==> config.mk <==
export PLATFORM = sky130hd
export DESIGN_NAME = aes_mix_columns_iter
export DESIGN_NICKNAME = d
export VERILOG_FILES = /design/src/rtl/aes_pkg.sv /design/src/rtl/aes_mix_single_column.sv /design/src/rtl/aes_mix_columns_iter.sv
export SDC_FILE = /design/constraint.sdc
export NUM_CORES = 1
export LEC_CHECK = 0
export CAP_MARGIN = 10
export CORE_ASPECT_RATIO = 1.1
export CORE_MARGIN = 10
export CORE_UTILIZATION = 43
export CTS_CLUSTER_SIZE = 25
export DETAILED_ROUTE_END_ITERATION = 8
export PLACE_DENSITY_LB_ADDON = 0.3
export SLEW_MARGIN = 20
export SYNTH_ARGS = -nofsm -noshare
export SYNTH_HDL_FRONTEND = slang
export SYNTH_SLANG_ARGS = --single-unit
==> constraint.sdc <==
create_clock -name clk_i -period 2.6 [get_ports clk_i]
set_clock_uncertainty 0.1 [all_clocks]
set_input_delay 0.26 -clock clk_i [delete_from_list [all_inputs] [get_ports clk_i]]
set_output_delay 0.26 -clock clk_i [all_outputs]
set_load 0.05 [all_outputs]
==> src/rtl/aes_pkg.sv <==
// aes_pkg: shared AES types for the cipher-core blocks.
// Sparse one-hot FSM encoding keeps single bit flips detectable as illegal states.
package aes_pkg;

    typedef enum logic [1:0] {
        CIPH_FWD = 2'b01,
        CIPH_INV = 2'b10
    } ciph_op_e;

    typedef enum logic [2:0] {
        MIX_IDLE = 3'b001,
        MIX_BUSY = 3'b010,
        MIX_DONE = 3'b100
    } mix_iter_state_e;

endpackage

==> src/rtl/aes_mix_single_column.sv <==
// aes_mix_single_column: combinational MixColumns / InvMixColumns on one column.
// An op that is neither CIPH_FWD nor CIPH_INV yields an all-zero column.
module aes_mix_single_column
    import aes_pkg::*;
(
    input  ciph_op_e          op_i,
    input  logic [3:0][7:0]   data_i,
    output logic [3:0][7:0]   data_o
);

    function automatic logic [7:0] xtime(input logic [7:0] a);
        return {a[6:0], 1'b0} ^ (a[7] ? 8'h1b : 8'h00);
    endfunction

    // Multiply by a 4-bit constant as a sum of a, 2a, 4a, 8a.
    function automatic logic [7:0] gmul(input logic [7:0] a, input logic [3:0] c);
        logic [7:0] a2, a4, a8;
        a2 = xtime(a);
        a4 = xtime(a2);
        a8 = xtime(a4);
        return ({8{c[0]}} & a) ^ ({8{c[1]}} & a2) ^ ({8{c[2]}} & a4) ^ ({8{c[3]}} & a8);
    endfunction

    logic [3:0][3:0] coef;
    logic            op_ok;

    // Row r sums coef[j] * data_i[r+j]: forward {2,3,1,1}, inverse {e,b,d,9}.
    always_comb begin
        op_ok  = (op_i == CIPH_FWD) || (op_i == CIPH_INV);
        coef   = (op_i == CIPH_INV) ? {4'h9, 4'hd, 4'hb, 4'he} : {4'h1, 4'h1, 4'h3, 4'h2};
        data_o = '0;
        for (int r = 0; r < 4; r++) begin
            for (int j = 0; j < 4; j++) begin
                data_o[r] = data_o[r] ^ gmul(data_i[2'(r + j)], coef[j]);
            end
            data_o[r] = op_ok ? data_o[r] : 8'h00;
        end
    end

endmodule

==> src/rtl/aes_mix_columns_iter.sv <==
// aes_mix_columns_iter: handshaked MixColumns engine sharing NumColUnits column
// units over the four columns of the state, one group of columns per pass.
module aes_mix_columns_iter
    import aes_pkg::*;
#(
    parameter  int NumColUnits = 1,
    localparam int NumPasses   = 4 / NumColUnits
) (
    input  logic                  clk_i,
    input  logic                  rst_ni,
    input  logic                  clear_i,
    input  logic                  in_valid_i,
    output logic                  in_ready_o,
    input  ciph_op_e              op_i,
    input  logic [3:0][3:0][7:0]  state_i,
    output logic                  out_valid_o,
    input  logic                  out_ready_i,
    output logic [3:0][3:0][7:0]  state_o,
    output logic                  op_err_o
);

    localparam int CntW = (NumPasses > 1) ? $clog2(NumPasses) : 1;

    if (!(NumColUnits == 1 || NumColUnits == 2 || NumColUnits == 4)) begin : g_bad_units
        $error("NumColUnits must be 1, 2 or 4");
    end

    mix_iter_state_e                      fsm_q, fsm_d;
    ciph_op_e                             op_q, op_d;
    logic [CntW-1:0]                      cnt_q, cnt_d;
    logic [3:0][3:0][7:0]                 state_q, state_d;
    logic [NumColUnits-1:0][3:0][7:0]     col_in, col_out;
    logic                                 last_pass;

    always_comb begin
        col_in = '0;
        for (int k = 0; k < NumColUnits; k++) begin
            col_in[k] = state_q[2'(int'(cnt_q) * NumColUnits + k)];
        end
    end

    for (genvar k = 0; k < NumColUnits; k++) begin : g_col
        aes_mix_single_column u_col (
            .op_i   (op_q),
            .data_i (col_in[k]),
            .data_o (col_out[k])
        );
    end

    assign last_pass = (cnt_q == CntW'(NumPasses - 1));

    always_comb begin
        fsm_d   = fsm_q;
        op_d    = op_q;
        cnt_d   = cnt_q;
        state_d = state_q;
        case (fsm_q)
            MIX_IDLE: begin
                if (in_valid_i) begin
                    state_d = state_i;
                    op_d    = op_i;
                    cnt_d   = '0;
                    fsm_d   = MIX_BUSY;
                end
            end
            MIX_BUSY: begin
                for (int c = 0; c < 4; c++) begin
                    if (c / NumColUnits == int'(cnt_q)) state_d[c] = col_out[c % NumColUnits];
                end
                cnt_d = last_pass ? '0 : cnt_q + 1'b1;
                fsm_d = last_pass ? MIX_DONE : MIX_BUSY;
            end
            MIX_DONE: fsm_d = out_ready_i ? MIX_IDLE : MIX_DONE;
            default:  fsm_d = MIX_IDLE;
        endcase
        if (clear_i) begin
            fsm_d   = MIX_IDLE;
            op_d    = ciph_op_e'(2'b00);
            cnt_d   = '0;
            state_d = '0;
        end
    end

    always_ff @(posedge clk_i or negedge rst_ni) begin
        if (!rst_ni) begin
            fsm_q   <= MIX_IDLE;
            op_q    <= ciph_op_e'(2'b00);
            cnt_q   <= '0;
            state_q <= '0;
        end else begin
            fsm_q   <= fsm_d;
            op_q    <= op_d;
            cnt_q   <= cnt_d;
            state_q <= state_d;
        end
    end

    assign in_ready_o  = (fsm_q == MIX_IDLE);
    assign out_valid_o = (fsm_q == MIX_DONE);
    assign state_o     = out_valid_o ? state_q : '0;
    assign op_err_o    = out_valid_o && !(op_q == CIPH_FWD || op_q == CIPH_INV);

    a_valid_done: assert property (@(posedge clk_i) disable iff (!rst_ni)
        out_valid_o |-> fsm_q == MIX_DONE);
    a_out_stable: assert property (@(posedge clk_i) disable iff (!rst_ni)
        out_valid_o && !out_ready_i && !clear_i |=> $stable(state_o));

endmodule

==> impl_results.html <==
<table>
<tr><th>Metric</th><th>Value</th></tr>
<tr><th colspan="2">STA</th></tr>
<tr><td>Tightest slew margin relative to the limit</td><td>0.506</td></tr>
<tr><td>Unrepaired setup endpoints after global routing</td><td>yes</td></tr>
<tr><td>Final cycle utilization of the critical path</td><td>1.16</td></tr>
<tr><td>Count of pins over their slew limit</td><td>0</td></tr>
<tr><td>Final Hold Viols</td><td>0</td></tr>
<tr><td>Transition time at the pin with the least slew margin</td><td>0.738 ns</td></tr>
<tr><td>PnR worst setup slack</td><td>-0.416 ns</td></tr>
<tr><td>Final-report setup violation count</td><td>124</td></tr>
<tr><td>Final setup TNS</td><td>-26.20 ns</td></tr>
<tr><td>Fmax</td><td>332 MHz</td></tr>
<tr><td>Final critical delay including setup and external delays</td><td>3.02 ns</td></tr>
<tr><th colspan="2">GRT</th></tr>
<tr><td>Pin count of the biggest net entering global routing</td><td>78</td></tr>
<tr><td>Global-route congestion overflow total</td><td>0</td></tr>
<tr><td>First-pass GRT wire length</td><td>57200 um</td></tr>
<tr><td>Antenna violations before repair</td><td>3</td></tr>
<tr><td>Tot GR Track Use</td><td>0.281</td></tr>
<tr><td>Vias in the first global route</td><td>9452</td></tr>
<tr><th colspan="2">Route</th></tr>
<tr><td>Total wirelength of the detailed-routed design</td><td>between 40000 and 50000 um</td></tr>
<tr><td>Vias per cell</td><td>around 6</td></tr>
<tr><td>Post-route DRC violation count</td><td>0</td></tr>
<tr><td>Wire length per cell</td><td>25.8 um</td></tr>
<tr><td>1st-pass router iterations</td><td>5</td></tr>
<tr><td>Count of antenna-violating nets left after detailed routing</td><td>0</td></tr>
<tr><td>Detailed router's first-iteration violation count</td><td>860</td></tr>
<tr><td>Routed via count</td><td>9450</td></tr>
<tr><th colspan="2">Floorplan</th></tr>
<tr><td>Die footprint</td><td>26500 sq um</td></tr>
<tr><td>Chip width</td><td>156 um</td></tr>
<tr><td>Core region area</td><td>19900 sq um</td></tr>
<tr><td>Height of the chip</td><td>170 um</td></tr>
<tr><td>I/O pin count</td><td>between 200 and 300</td></tr>
<tr><td>Starting density of the core</td><td>0.440</td></tr>
<tr><td>Number of core rows</td><td>54</td></tr>
<tr><th colspan="2">Layout</th></tr>
<tr><td>Layout Cells excl Fill</td><td>1588</td></tr>
<tr><td>Layout Nets</td><td>1460</td></tr>
<tr><td>Fraction of final layout cells sized beyond drive strength 1</td><td>0.360</td></tr>
<tr><td>Post-layout instance area</td><td>15500 sq um</td></tr>
<tr><td>Synthesis-to-finish area growth</td><td>77.3%</td></tr>
<tr><th colspan="2">Setup path</th></tr>
<tr><td>End point of the critical path</td><td>state_q[36]$_DFFE_PN0P_</td></tr>
<tr><td>Setup slack of the most critical reg-to-reg path</td><td>-0.42 ns</td></tr>
<tr><td>CP arrival</td><td>3.27 ns</td></tr>
<tr><td>Critical Path Source Type</td><td>register</td></tr>
<tr><td>Critical register-to-register path endpoint</td><td>state_q[36]$_DFFE_PN0P_</td></tr>
<tr><td>Highest net fanout along the worst path</td><td>5</td></tr>
<tr><td>Reg2Reg Launch Point</td><td>cnt_q[0]$_DFFE_PN0P_</td></tr>
<tr><td>Required time of the worst setup path</td><td>2.85 ns</td></tr>
<tr><td>Number of cell instances on the worst register-to-register path</td><td>10</td></tr>
<tr><td>Crit end category</td><td>register</td></tr>
<tr><td>Worst Setup Path Type</td><td>reg2reg</td></tr>
<tr><td>Launching instance or port of the critical path</td><td>cnt_q[0]$_DFFE_PN0P_</td></tr>
<tr><th colspan="2">CTS</th></tr>
<tr><td>Clock Sink Count</td><td>135</td></tr>
<tr><td>TritonCTS clock tree</td><td>done</td></tr>
<tr><td>CTS HTree Levels</td><td>4</td></tr>
<tr><td>Clock insertion delay at the later pin of the skew report</td><td>between 0.4 and 0.5 ns</td></tr>
<tr><td>Root buffer cell</td><td>clkbuf_16</td></tr>
<tr><td>Number of buffers created by CTS</td><td>17</td></tr>
<tr><td>Clock-pin slew on the worst setup and hold paths</td><td>0.06 ns</td></tr>
<tr><td>CTS max path bufs</td><td>2</td></tr>
<tr><th colspan="2">Yosys</th></tr>
<tr><td>Share of flip-flops with an asynchronous set or reset</td><td>1.00</td></tr>
<tr><td>EDFF count, synth</td><td>0</td></tr>
<tr><td>Most instantiated flip-flop cell in the synthesis netlist</td><td>dfrtp_1</td></tr>
<tr><td>Yosys Warn Count</td><td>0</td></tr>
<tr><td>Part of the Yosys area used for sequential elements</td><td>0.385</td></tr>
<tr><td>Count of distinct cell types in the synthesized netlist</td><td>50</td></tr>
<tr><td>Post-synth design cell area</td><td>8770 sq um</td></tr>
<tr><td>Cell accounting for the most synthesized area</td><td>dfrtp_1</td></tr>
<tr><td>Most area-consuming cells after synthesis</td><td>dfrtp_1 38%, and2_1 9.5%, a21oi_1 7.1%, o21ai_0 5.5%, xnor2_1 4.9%</td></tr>
<tr><td>Yosys top cell area share</td><td>0.382</td></tr>
<tr><td>Syn Inst Count</td><td>984</td></tr>
<tr><td>Mean instance size in the synthesized netlist</td><td>8.91 sq um</td></tr>
<tr><td>Most numerous cell types in the synthesized netlist</td><td>134 x dfrtp_1, 133 x and2_1, 124 x a21oi_1, 104 x nand2_1, 97 x o21ai_0</td></tr>
<tr><td>Synth Register Bits</td><td>between 100 and 150</td></tr>
<tr><td>Count leader, synth</td><td>dfrtp_1</td></tr>
<tr><td>Nets in the synthesized netlist</td><td>1124</td></tr>
<tr><th colspan="2">Pwr</th></tr>
<tr><td>Power density relative to cell area</td><td>518 nW/um^2</td></tr>
<tr><td>Leakage power total</td><td>6.61 nW</td></tr>
<tr><td>Worst-case vdd ir drop</td><td>between 0.5 and 0.6 mV</td></tr>
<tr><td>Power after layout</td><td>0.00805 W</td></tr>
<tr><th colspan="2">Run status</th></tr>
<tr><td>Status</td><td>finished, violations left</td></tr>
<tr><td>Violations in the final reports</td><td>setup timing</td></tr>
<tr><th colspan="2">Place</th></tr>
<tr><td>Final weighted congestion of routability-driven global placement</td><td>0.984</td></tr>
<tr><td>Count of input and output buffers</td><td>265</td></tr>
<tr><td>Post-detail-place hpwl</td><td>roughly 26000 um</td></tr>
<tr><td>Placed insts</td><td>1509</td></tr>
<tr><td>Placement Cell Area</td><td>about 14000 sq um</td></tr>
<tr><th colspan="2">Hold path</th></tr>
<tr><td>Worst Hold Class</td><td>in2async</td></tr>
<tr><th colspan="2">Job</th></tr>
<tr><td>Max-capacitance violation count</td><td>0</td></tr>
</table>
## cells by family (layout without fill, tap and decap cells)
| logic type | after synthesis | after routing | synth area share |
|---|---|---|---|
| muxes | 18 | 18 | 0.0474 |
| DFF | 135 | 135 | 0.385 |
| other | 0 | 3 | 0 |
| and+or+nand+nor | 358 | 359 | 0.201 |
| adders and majority gates | 5 | 5 | 0.00714 |
| xor gates and xnor gates | 100 | 100 | 0.142 |
| buffers and inverters | 87 | 435 | 0.0431 |
| AOI/OAI and AO/OA | 281 | 281 | 0.173 |
## timing repair
action,4_1_cts,5_1_grt
pin swaps,66,64
gates cloned,1,0
resized for setup,139,104
endpoints found under the hold margin,37,0
setup buffers,21,18
hold buffers,1,0
endpoints found under the setup margin,128,128
## metrics by stage
step                      hold slack, ns   util  worst slack, ns
after floorplan                   -0.136      -          -0.0349
after global placement            0.0896  0.681           -0.362
after detailed placement          0.0968  0.681           -0.400
after CTS                          0.219  0.747           -0.189
after global routing               0.246  0.780           -0.512
final                              0.201  0.780           -0.416
## how the worst min path moves through the flow
stage | start | end | slack, ns | depth (start not counted)
floorplan | rst_ni | cnt_q[0]$_DFFE_PN0P_ | -0.14 | 0
global placement | rst_ni | state_q[24]$_DFFE_PN0P_ | 0.09 | 1
detailed placement | rst_ni | state_q[120]$_DFFE_PN0P_ | 0.1 | 1
CTS | rst_ni | state_q[120]$_DFFE_PN0P_ | 0.22 | 2
global route | rst_ni | state_q[120]$_DFFE_PN0P_ | 0.25 | 2
finish | rst_ni | state_q[120]$_DFFE_PN0P_ | 0.20 | 2
## layout make-up
type | count | area, sq um
diodes | 3 | 7.51
clock buffers | 18 | 429
clock inverters | 14 | 150
fillers | 1131 | 4390
inverters | 6 | 22.5
multi-input cells | 763 | 5940
flip-flops and latches | 135 | 3380
well taps | 252 | 315
repair buffers | 397 | 5300
## registers in the layout (all words and copies together), names as in the netlist
signal   cells
fsm_q        3
state_q    128
op_q         2
cnt_q        2
## layer usage
layer  part of all wire  global-route usage  wire length, um  vias to the layer above
li1                   -                   -                -                     3986
met1               0.36               0.328            14700                     4668
met2               0.49               0.463            20100                      621
met3              0.092              0.0809             3790                      175
met4              0.059               0.145             2430                        0
met5                  0                   0                0                        -
## cell usage in the layout (no fill, tap or decap), types with 6 or more instances in the layout
master,count
xnor2_1,23
a21oi_1,81
nand2_1,83
clkbuf_16,17
buf_4,85
o21ai_0,49
dfrtp_1,133
xor2_2,7
xnor3_1,12
a21oi_2,43
nand2b_1,9
clkdlybuf4s50_1,133
xor3_1,9
nand2_2,20
a211oi_2,16
buf_12,144
nor2_1,84
xnor2_2,20
and2_1,129
mux4_2,16
xor2_1,12
o21ai_1,51
xnor2_4,10
o21ai_2,9
inv_1,6
buf_6,30
## report_power, final
part	switching [W]	internal (W)
registers	0.000174	0.00234
logic	0.00149	0.00159
clock network	0.00104	0.00142
total	0.00271	0.00535
## worst max-delay path, cell delays in order (launching register included)
cell,delay [ns]
dfrtp_2,0.45
buf_6,0.16
buf_6,0.11
mux4_2,0.63
buf_6,0.19
xnor2_4,0.23
xnor2_4,0.18
a21oi_1,0.16
o21ai_0,0.26
nand3b_1,0.24
a21oi_1,0.22
No activity file was read; power rests on OpenSTA's default activity.
